`src/rtl/button_event.sv`:
```
// Per-channel press/release pulse and long-hold detector for debounced inputs.
// Optional auto-repeat of press while held: define BUTTON_EVENT_AUTO_REPEAT_EN.
// The release pulse output is named rel because "release" is a reserved word.
module button_event #(
  parameter int N            = 1,
  parameter int HOLD_TICKS   = 500,
  parameter int REPEAT_TICKS = 100,
  parameter int CW           = 16
) (
  input  logic           clk,
  input  logic           clr,
  input  logic [N-1:0]   in,
  input  logic           tick,
  output logic [N-1:0]   press,
  output logic [N-1:0]   rel,
  output logic [N-1:0]   held,
  output logic [2*N-1:0] state_dbg
);

  typedef enum logic [1:0] {
    IDLE    = 2'd0,
    PRESSED = 2'd1,
    HELD    = 2'd2
  } state_t;

  localparam logic [CW-1:0] HOLD_LAST = CW'(HOLD_TICKS - 1);
`ifdef BUTTON_EVENT_AUTO_REPEAT_EN
  localparam logic [CW-1:0] REP_LAST  = CW'(REPEAT_TICKS - 1);
`endif

  for (genvar i = 0; i < N; i++) begin : g_ch
    state_t        state_q, state_d;
    logic [CW-1:0] cnt_q, cnt_d;
    logic          press_q, press_d;
    logic          rel_q, rel_d;
    logic          held_q, held_d;

    // Handshake-free: in[i] and tick are plain levels sampled every clk edge;
    // press/rel are one-cycle strobes, held is a level, all registered.
    always_ff @(posedge clk or posedge clr) begin
      if (clr) begin
        state_q <= IDLE;
        cnt_q   <= '0;
        press_q <= 1'b0;
        rel_q   <= 1'b0;
        held_q  <= 1'b0;
      end else begin
        state_q <= state_d;
        cnt_q   <= cnt_d;
        press_q <= press_d;
        rel_q   <= rel_d;
        held_q  <= held_d;
      end
    end

    always_comb begin
      state_d = state_q;
      cnt_d   = cnt_q;
      press_d = 1'b0;
      rel_d   = 1'b0;
      case (state_q)
        IDLE: begin
          cnt_d = '0;
          // A tick coinciding with the press edge is deliberately not counted.
          if (in[i]) begin
            state_d = PRESSED;
            press_d = 1'b1;
          end
        end
        PRESSED: begin
          if (!in[i]) begin
            state_d = IDLE;
            rel_d   = 1'b1;
            cnt_d   = '0;
          end else if (tick) begin
            if (cnt_q == HOLD_LAST) begin
              state_d = HELD;
              cnt_d   = '0;
`ifdef BUTTON_EVENT_AUTO_REPEAT_EN
              press_d = 1'b1;
`endif
            end else begin
              cnt_d = cnt_q + 1'b1;
            end
          end
        end
        HELD: begin
          if (!in[i]) begin
            state_d = IDLE;
            rel_d   = 1'b1;
            cnt_d   = '0;
          end else begin
`ifdef BUTTON_EVENT_AUTO_REPEAT_EN
            if (tick) begin
              if (cnt_q == REP_LAST) begin
                press_d = 1'b1;
                cnt_d   = '0;
              end else begin
                cnt_d = cnt_q + 1'b1;
              end
            end
`else
            cnt_d = '0;
`endif
          end
        end
        default: begin
          state_d = IDLE;
          cnt_d   = '0;
        end
      endcase
      held_d = (state_d == HELD);
    end

    assign press[i]            = press_q;
    assign rel[i]              = rel_q;
    assign held[i]             = held_q;
    assign state_dbg[2*i +: 2] = state_q;
  end

endmodule

```
`config.mk`:
```
export PLATFORM = sky130hd
export DESIGN_NAME = button_event
export DESIGN_NICKNAME = d
export VERILOG_FILES = /design/src/rtl/button_event.sv
export SDC_FILE = /design/constraint.sdc
export NUM_CORES = 1
export LEC_CHECK = 0
export CORE_AREA = 2 2 57 48
export CTS_CLUSTER_SIZE = 20
export DETAILED_ROUTE_END_ITERATION = 8
export DIE_AREA = 0 0 59 50
export GPL_ROUTABILITY_DRIVEN = 0
export GPL_TIMING_DRIVEN = 0
export PLACE_DENSITY_LB_ADDON = 0.05
export SYNTH_ARGS = -nofsm -noshare
export SYNTH_HDL_FRONTEND = slang
export SYNTH_SLANG_ARGS = --single-unit
```
`constraint.sdc`:
```
create_clock -name clk -period 2.7 [get_ports clk]
set_input_delay 0.54 -clock clk [delete_from_list [all_inputs] [get_ports clk]]
set_output_delay 0.54 -clock clk [all_outputs]
set_load 0.03 [all_outputs]
```
==> results of run 1 <==
-- logic make-up (layout without fill, tap and decap cells) --
family                   Yosys count  after routing
AO/OA/AOI/OAI                     14             14
adder cells (fa/ha/maj)            5              5
AND/OR/NAND/NOR                   59             59
flip-flops                        21             21
buffers and inverters              4             16
XOR/XNOR                          11             11
-- final cells by class --
cell class / count / area, sq um / area share [%]
Tap cell: 27 / 33.8 / 2.69
Multi-Input combinational cell: 89 / 574 / 45.7
Sequential cell: 21 / 526 / 41.8
Inverter: 3 / 11.3 / 0.896
Clock inverter: 1 / 5.00 / 0.398
Buffer: 1 / 5.00 / 0.398
Timing Repair Buffer: 8 / 80.1 / 6.37
Clock buffer: 3 / 22.5 / 1.79
-- cell usage in the layout, fill, tap and decap left out, drive strengths merged, types with 2 or more instances in the layout --
| master | synthesis | routed |
|---|---|---|
| nor2 | 21 | 21 |
| dfrtp | 21 | 21 |
| nand2 | 14 | 14 |
| xor2 | 8 | 8 |
| clkdlybuf4s50 | 0 | 8 |
| and2 | 5 | 5 |
| a31oi | 5 | 5 |
| ha | 5 | 5 |
| nand3 | 4 | 4 |
| nand4 | 3 | 3 |
| a22o | 3 | 3 |
| inv | 3 | 3 |
| xnor2 | 3 | 3 |
| clkbuf | 0 | 3 |
| or4b | 3 | 3 |
| nor3 | 2 | 2 |
| o21ai | 2 | 2 |
-- critical path, delay by kind of cell, from the launching register on --
family,cells,cell delay [ns]
DFF,1,0.41
adders and majority gates,1,0.19
and+or+nand+nor,3,1.08
AOI/OAI and AO/OA,2,0.49
-- metal layers --
layer  vias to the layer above  part of all wire [%]  GRT usage [%]
li1                        417                     -              -
met1                       398                    54           26.1
met2                        14                    42           22.8
met3                         0                   3.9           5.51
met4                         0                     0           2.27
met5                         -                     0              0
-- state kept, by name, summed over array words and instances, names as in the netlist --
| name | flops |
|---|---|
| g_ch.cnt_q | 16 |
| held | 1 |
| press | 1 |
| rel | 1 |
| state_dbg | 2 |
-- worst paths after layout --
| check | from | to | slack (ns) | cells after the start |
|---|---|---|---|---|
| setup / recovery | g_ch[0].cnt_q[0] | held | 0.47 | 6 |
| hold / removal | g_ch[0].cnt_q[0] | g_ch[0].cnt_q[0] | 0.52 | 1 |
| setup reg to reg | g_ch[0].cnt_q[0] | held | 0.47 | 6 |
| hold reg to reg | g_ch[0].cnt_q[0] | g_ch[0].cnt_q[0] | 0.52 | 1 |
| max in group asynchronous | clr | g_ch[0].cnt_q[12] | 1.56 | 2 |
| min in group asynchronous | clr | g_ch[0].cnt_q[0] | 0.66 | 2 |
-- metrics by stage --
stage | utilization, % | instances | setup slack, ns | hold slack [ns] | power (mW)
5_1_grt | 53.2 | 153 | 0.315 | 0.535 | 0.761
3_3_place_gp | 52.1 | 149 | 0.451 | 0.502 | 0.565
2_1_floorplan | - | 114 | 0.712 | 0.473 | 0.499
3_5_place_dp | 52.1 | 149 | 0.421 | 0.507 | 0.569
6_report | 53.2 | 153 | 0.469 | 0.522 | 0.710
4_1_cts | 53.2 | 153 | 0.441 | 0.523 | 0.721
-- power groups by stage --
| stage | clock network, mW | registers [mW] | logic (mW) |
|---|---|---|---|
| 2_1_floorplan | 0 | 0.391 | 0.108 |
| 3_3_place_gp | 0 | 0.360 | 0.205 |
| 3_5_place_dp | 0 | 0.362 | 0.208 |
| 4_1_cts | 0.158 | 0.355 | 0.207 |
| 5_1_grt | 0.174 | 0.359 | 0.228 |
| 6_report | 0.151 | 0.355 | 0.204 |
==> impl_metrics.env, run 1 <==
export IMPL_grt_pass1_vias=794
export IMPL_io_pins=9
export IMPL_grt_max_degree=22
export IMPL_clkLatencyLatePin_ns=0.30
export IMPL_synth_common_cells="dfrtp_1, nor2_1, nand2_1"
export IMPL_htree_levels=1
export IMPL_synth_fa_ha_area_share_pct=5.61
export IMPL_synth_main_ff_cell="dfrtp_1"
export IMPL_drtIter0Drc=15
export IMPL_synth_simple_area_share_pct=27.6
export IMPL_via_per_inst=5.42
export IMPL_period_share_pct=82.6
export IMPL_status="complete, no violations"
export IMPL_switching_share_pct=33.6
export IMPL_critPathArrivalTime_ns=2.48
export IMPL_hold_violations=0
export IMPL_cts_repair_resized=0
export IMPL_clockBufferDepth=2
export IMPL_vias=829
export IMPL_grt_usage_pct=16.7
export IMPL_crit_required_ns=2.95
export IMPL_power_leakage_nw=0.537
export IMPL_drv_cap=0
export IMPL_dpl_instance_area_sq_um=1230
export IMPL_core_sq_um=2360
export IMPL_finalMaxSlewViolations=0
export IMPL_die_w_um=59
export IMPL_routedWlPerCell_um=13.7
export IMPL_synthXorXnorAreaFrac_pct=8.63
export IMPL_dieArea_sq_um=2950
export IMPL_ys_seq_area_share_pct=47.1
export IMPL_drt_first_pass_iters=4
export IMPL_worst_clock_skew_ns=0.00160
export IMPL_hp_class="flip-flop to flip-flop"
export IMPL_fmax_ghz=0.448
export IMPL_nets=136
export IMPL_clockPowerShare_pct=21.2
export IMPL_cp_cell_sequence="ha_1, or4b_2, nor4_4, a31oi_1, a2111oi_2, and2_1"
export IMPL_drc=0
export IMPL_synth_top_family_by_area="simple AND/OR/NAND/NOR gates"
export IMPL_initial_core_util_pct=47.2
export IMPL_path_max_fanout=4
export IMPL_synth_cell_types=29
export IMPL_ys_ff_latch=21
export IMPL_rows=16
export IMPL_tns_ns=0
export IMPL_die_h_um=50
export IMPL_rsz0062_at_grt="no"
export IMPL_synth_top_area_share_pct=47.1
export IMPL_yosys_area_top_type="dfrtp_1"
export IMPL_synth_edf_count=0
export IMPL_routed_wl_mm=2.10
export IMPL_num_fill_cells=225
export IMPL_ys_async_sr_fraction_pct=100
export IMPL_synthTopCellsByArea="dfrtp_1, nor2_1, xor2_1"
export IMPL_cts_tree="done"
export IMPL_holdBufCountCts=0
export IMPL_post_cts_buffers=0
export IMPL_p_seq_share_pct=50.0
export IMPL_netlist_area_sq_um=1120
export IMPL_synth_avg_cell_area_sq_um=9.79
export IMPL_worst_slew_pin_slew_ns=0.768
export IMPL_cts_sinks=21
export IMPL_grt_antenna_before_repair=0
export IMPL_io_buffers=8
export IMPL_slowest_stage="or4b_2"
export IMPL_drive_above_1_share_pct=7.14
export IMPL_dpl_hpwl_mm=1.59
export IMPL_antennaDiodeCount=0
export IMPL_critPathCaptureType="flip-flop"
export IMPL_slowest_delay_ns=0.64
export IMPL_path_clk_slew_ns=0.11
export IMPL_critical_path_class="flip-flop to flip-flop"
export IMPL_globalRoute_totalOverflow=0
export IMPL_powerDensity_nw_per_um2=565
export IMPL_start_kind="flip-flop"
export IMPL_intPower_mw=0.471
export IMPL_numCtsBuffers=3
export IMPL_synthToLayoutAreaGrowth_pct=12.7
export IMPL_netlist_instances=114
export IMPL_final_area_sq_um=1260
export IMPL_fin_crit_ns=2.23
export IMPL_ctsRootBufferMaster="clkbuf_4"
export IMPL_power_switching_mw=0.239
export IMPL_route_antenna_remaining_nets=0
export IMPL_muxShareOfSynthArea_pct=0
export IMPL_ir_drop_uv=315
export IMPL_grt_pass1_wl_mm=3.73
export IMPL_setup_viol=0
export IMPL_syn_nets=123
export IMPL_relSlewSlack_pct=48.8
export IMPL_p_comb_share_pct=28.7
export IMPL_yosysWarnings=0
export IMPL_synth_compound_area_share_pct=9.64
Note: power is estimated with default switching activity, not from simulation.
==> run 2, diff against run 1 <==
==> constraint.sdc (replaced) <==
create_clock -name clk -period 2.3 [get_ports clk]
set_input_delay 0.46 -clock clk [delete_from_list [all_inputs] [get_ports clk]]
set_output_delay 0.46 -clock clk [all_outputs]
set_load 0.03 [all_outputs]
==> run 2 against run 1 <==
Sequential power rose by 17%. Total power rose by 18%. Via count rose by 1.6%. Critical endpoint is now g_ch[0].cnt_q[14]. Highest routed layer is now met4.
==> impl_metrics.env, run 2 (same netlist as run 1, synthesis figures left out) <==
export IMPL_powerDensity_nw_per_um2=660
export IMPL_htree_levels=1
export IMPL_crit_start="g_ch[0].cnt_q[0]"
export IMPL_slowest_delay_ns=0.50
export IMPL_critPathCaptureType="flip-flop"
export IMPL_setup_ws_ns=0.129
export IMPL_relSlewSlack_pct=48.8
export IMPL_path_max_fanout=4
export IMPL_r2r_cells=7
export IMPL_hp_class="flip-flop to flip-flop"
export IMPL_regToRegStartpoint="g_ch[0].cnt_q[0]"
export IMPL_cts_tree="done"
export IMPL_p_comb_share_pct=28.9
export IMPL_power_switching_mw=0.283
export IMPL_globalRoute_totalOverflow=0
export IMPL_die_w_um=59
export IMPL_num_fill_cells=226
export IMPL_drt_first_pass_iters=4
export IMPL_finalMaxSlewViolations=0
export IMPL_rrSetupSlack_ns=0.13
export IMPL_final_area_sq_um=1270
export IMPL_initial_core_util_pct=47.2
export IMPL_largest_reg_flops=16
export IMPL_tns_ns=0
export IMPL_drc=0
export IMPL_drive_above_1_share_pct=7.87
export IMPL_ctsRootBufferMaster="clkbuf_4"
export IMPL_switching_share_pct=33.8
export IMPL_drv_cap=0
export IMPL_power_mw=0.839
export IMPL_p_seq_share_pct=49.7
export IMPL_power_leakage_nw=0.546
export IMPL_fin_crit_ns=2.17
export IMPL_nets=137
export IMPL_io_pins=9
export IMPL_cts_sinks=21
export IMPL_start_kind="flip-flop"
export IMPL_rsz0062_at_grt="no"
export IMPL_vias=842
export IMPL_crit_required_ns=2.51
export IMPL_core_sq_um=2360
export IMPL_antennaDiodeCount=0
export IMPL_routedWlPerCell_um=13.7
export IMPL_ir_drop_uv=372
export IMPL_dpl_instance_area_sq_um=1230
export IMPL_top_register="g_ch.cnt_q"
export IMPL_grt_pass1_vias=794
export IMPL_die_h_um=50
export IMPL_critPathArrivalTime_ns=2.38
export IMPL_period_share_pct=94.4
export IMPL_critical_path_class="flip-flop to flip-flop"
export IMPL_drtIter0Drc=25
export IMPL_dpl_hpwl_mm=1.59
export IMPL_grt_antenna_before_repair=0
export IMPL_clockBufferDepth=2
export IMPL_cp_cell_sequence="ha_1, or4b_4, nor4_4, buf_4, or2_1, o21ai_1, a22o_1"
export IMPL_route_antenna_remaining_nets=0
export IMPL_slowest_stage="or4b_4"
export IMPL_r2r_end="g_ch[0].cnt_q[14]"
export IMPL_dieArea_sq_um=2950
export IMPL_via_per_inst=5.47
export IMPL_final_cell_mix="nor2_1, dfrtp_1, nand2_1, xor2_1, clkdlybuf4s50_1"
export IMPL_worst_clock_skew_ns=0.000534
export IMPL_synthToLayoutAreaGrowth_pct=13.9
export IMPL_grt_pass1_wl_mm=3.73
export IMPL_clockPowerShare_pct=21.4
export IMPL_clkLatencyLatePin_ns=0.31
export IMPL_fmax_ghz=0.461
export IMPL_path_clk_slew_ns=0.12
export IMPL_io_buffers=8
export IMPL_grt_max_degree=22
export IMPL_status="complete, no violations"
export IMPL_numCtsBuffers=3
export IMPL_holdBufCountCts=0
export IMPL_post_place_ws_ns=0.0754
export IMPL_hold_violations=0
export IMPL_setup_viol=0
export IMPL_routed_wl_mm=2.12
export IMPL_rows=16
export IMPL_worst_slew_pin_slew_ns=0.767
export IMPL_crit_end="g_ch[0].cnt_q[14]"
export IMPL_grt_usage_pct=16.7
export IMPL_intPower_mw=0.556
[run 2: cell types whose count changed in the layout (fill, tap and decap cells not counted), sizes merged]
| cell | before | now |
|---|---|---|
| clkbuf | 3 | 4 |
[run 2: power groups by stage]
| stage | clock network [mW] | logic, mW | registers, mW |
|---|---|---|---|
| after floorplan | 0 | 0.127 | 0.459 |
| after global placement | 0 | 0.240 | 0.423 |
| after detailed placement | 0 | 0.244 | 0.425 |
| after CTS | 0.186 | 0.244 | 0.417 |
| after global routing | 0.204 | 0.271 | 0.421 |
| final | 0.179 | 0.243 | 0.417 |
[run 2: how the worst min path moves through the flow]
stage | start | endpoint | slack, ns | cells after the start
final | g_ch[0].cnt_q[0] | g_ch[0].cnt_q[0] | 0.52 | 1
after CTS | g_ch[0].cnt_q[0] | g_ch[0].cnt_q[0] | 0.52 | 1
after global routing | g_ch[0].cnt_q[0] | g_ch[0].cnt_q[0] | 0.53 | 1
after global placement | g_ch[0].cnt_q[0] | g_ch[0].cnt_q[0] | 0.50 | 1
after floorplan | clr | g_ch[0].cnt_q[0] | 0.44 | 1
after detailed placement | g_ch[0].cnt_q[0] | g_ch[0].cnt_q[0] | 0.51 | 1
[run 2: stage by stage]
| step | hold WS (ns) | cells | util (%) |
|---|---|---|---|
| 2_1_floorplan | 0.437 | 114 | - |
| 3_3_place_gp | 0.502 | 149 | 52.1 |
| 3_5_place_dp | 0.507 | 149 | 52.1 |
| 4_1_cts | 0.523 | 153 | 53.2 |
| 5_1_grt | 0.535 | 154 | 53.8 |
| 6_report | 0.522 | 154 | 53.8 |
[run 2: layout make-up]
type	instances	area [sq um]	share of cell area, %
Sequential cell	21	526	41.3
Clock inverter	1	5.00	0.394
Clock buffer	3	22.5	1.77
Buffer	1	7.51	0.591
Timing Repair Buffer	9	87.6	6.89
Tap cell	27	33.8	2.66
Multi-Input combinational cell	89	578	45.5
Inverter	3	11.3	0.886
[run 2: what timing repair did]
item,CTS,global route
endpoints found under the setup margin,0,1
gates resized for setup,0,2
buffers inserted,0,1
[run 2: routing by layer]
metal	track usage, %	wire length, um
met4	2.27	10
met2	22.8	894
met1	26.1	1130
met3	5.51	86
met5	0	0
[run 2: worst max-delay path: cells and delay by family, from the launching register on]
kind / cells / cell delay [ns]
flip-flops: 1 / 0.41
adder cells (fa/ha/maj): 1 / 0.20
AND/OR/NAND/NOR: 3 / 0.98
AO/OA/AOI/OAI: 2 / 0.32
buffers and inverters: 1 / 0.16
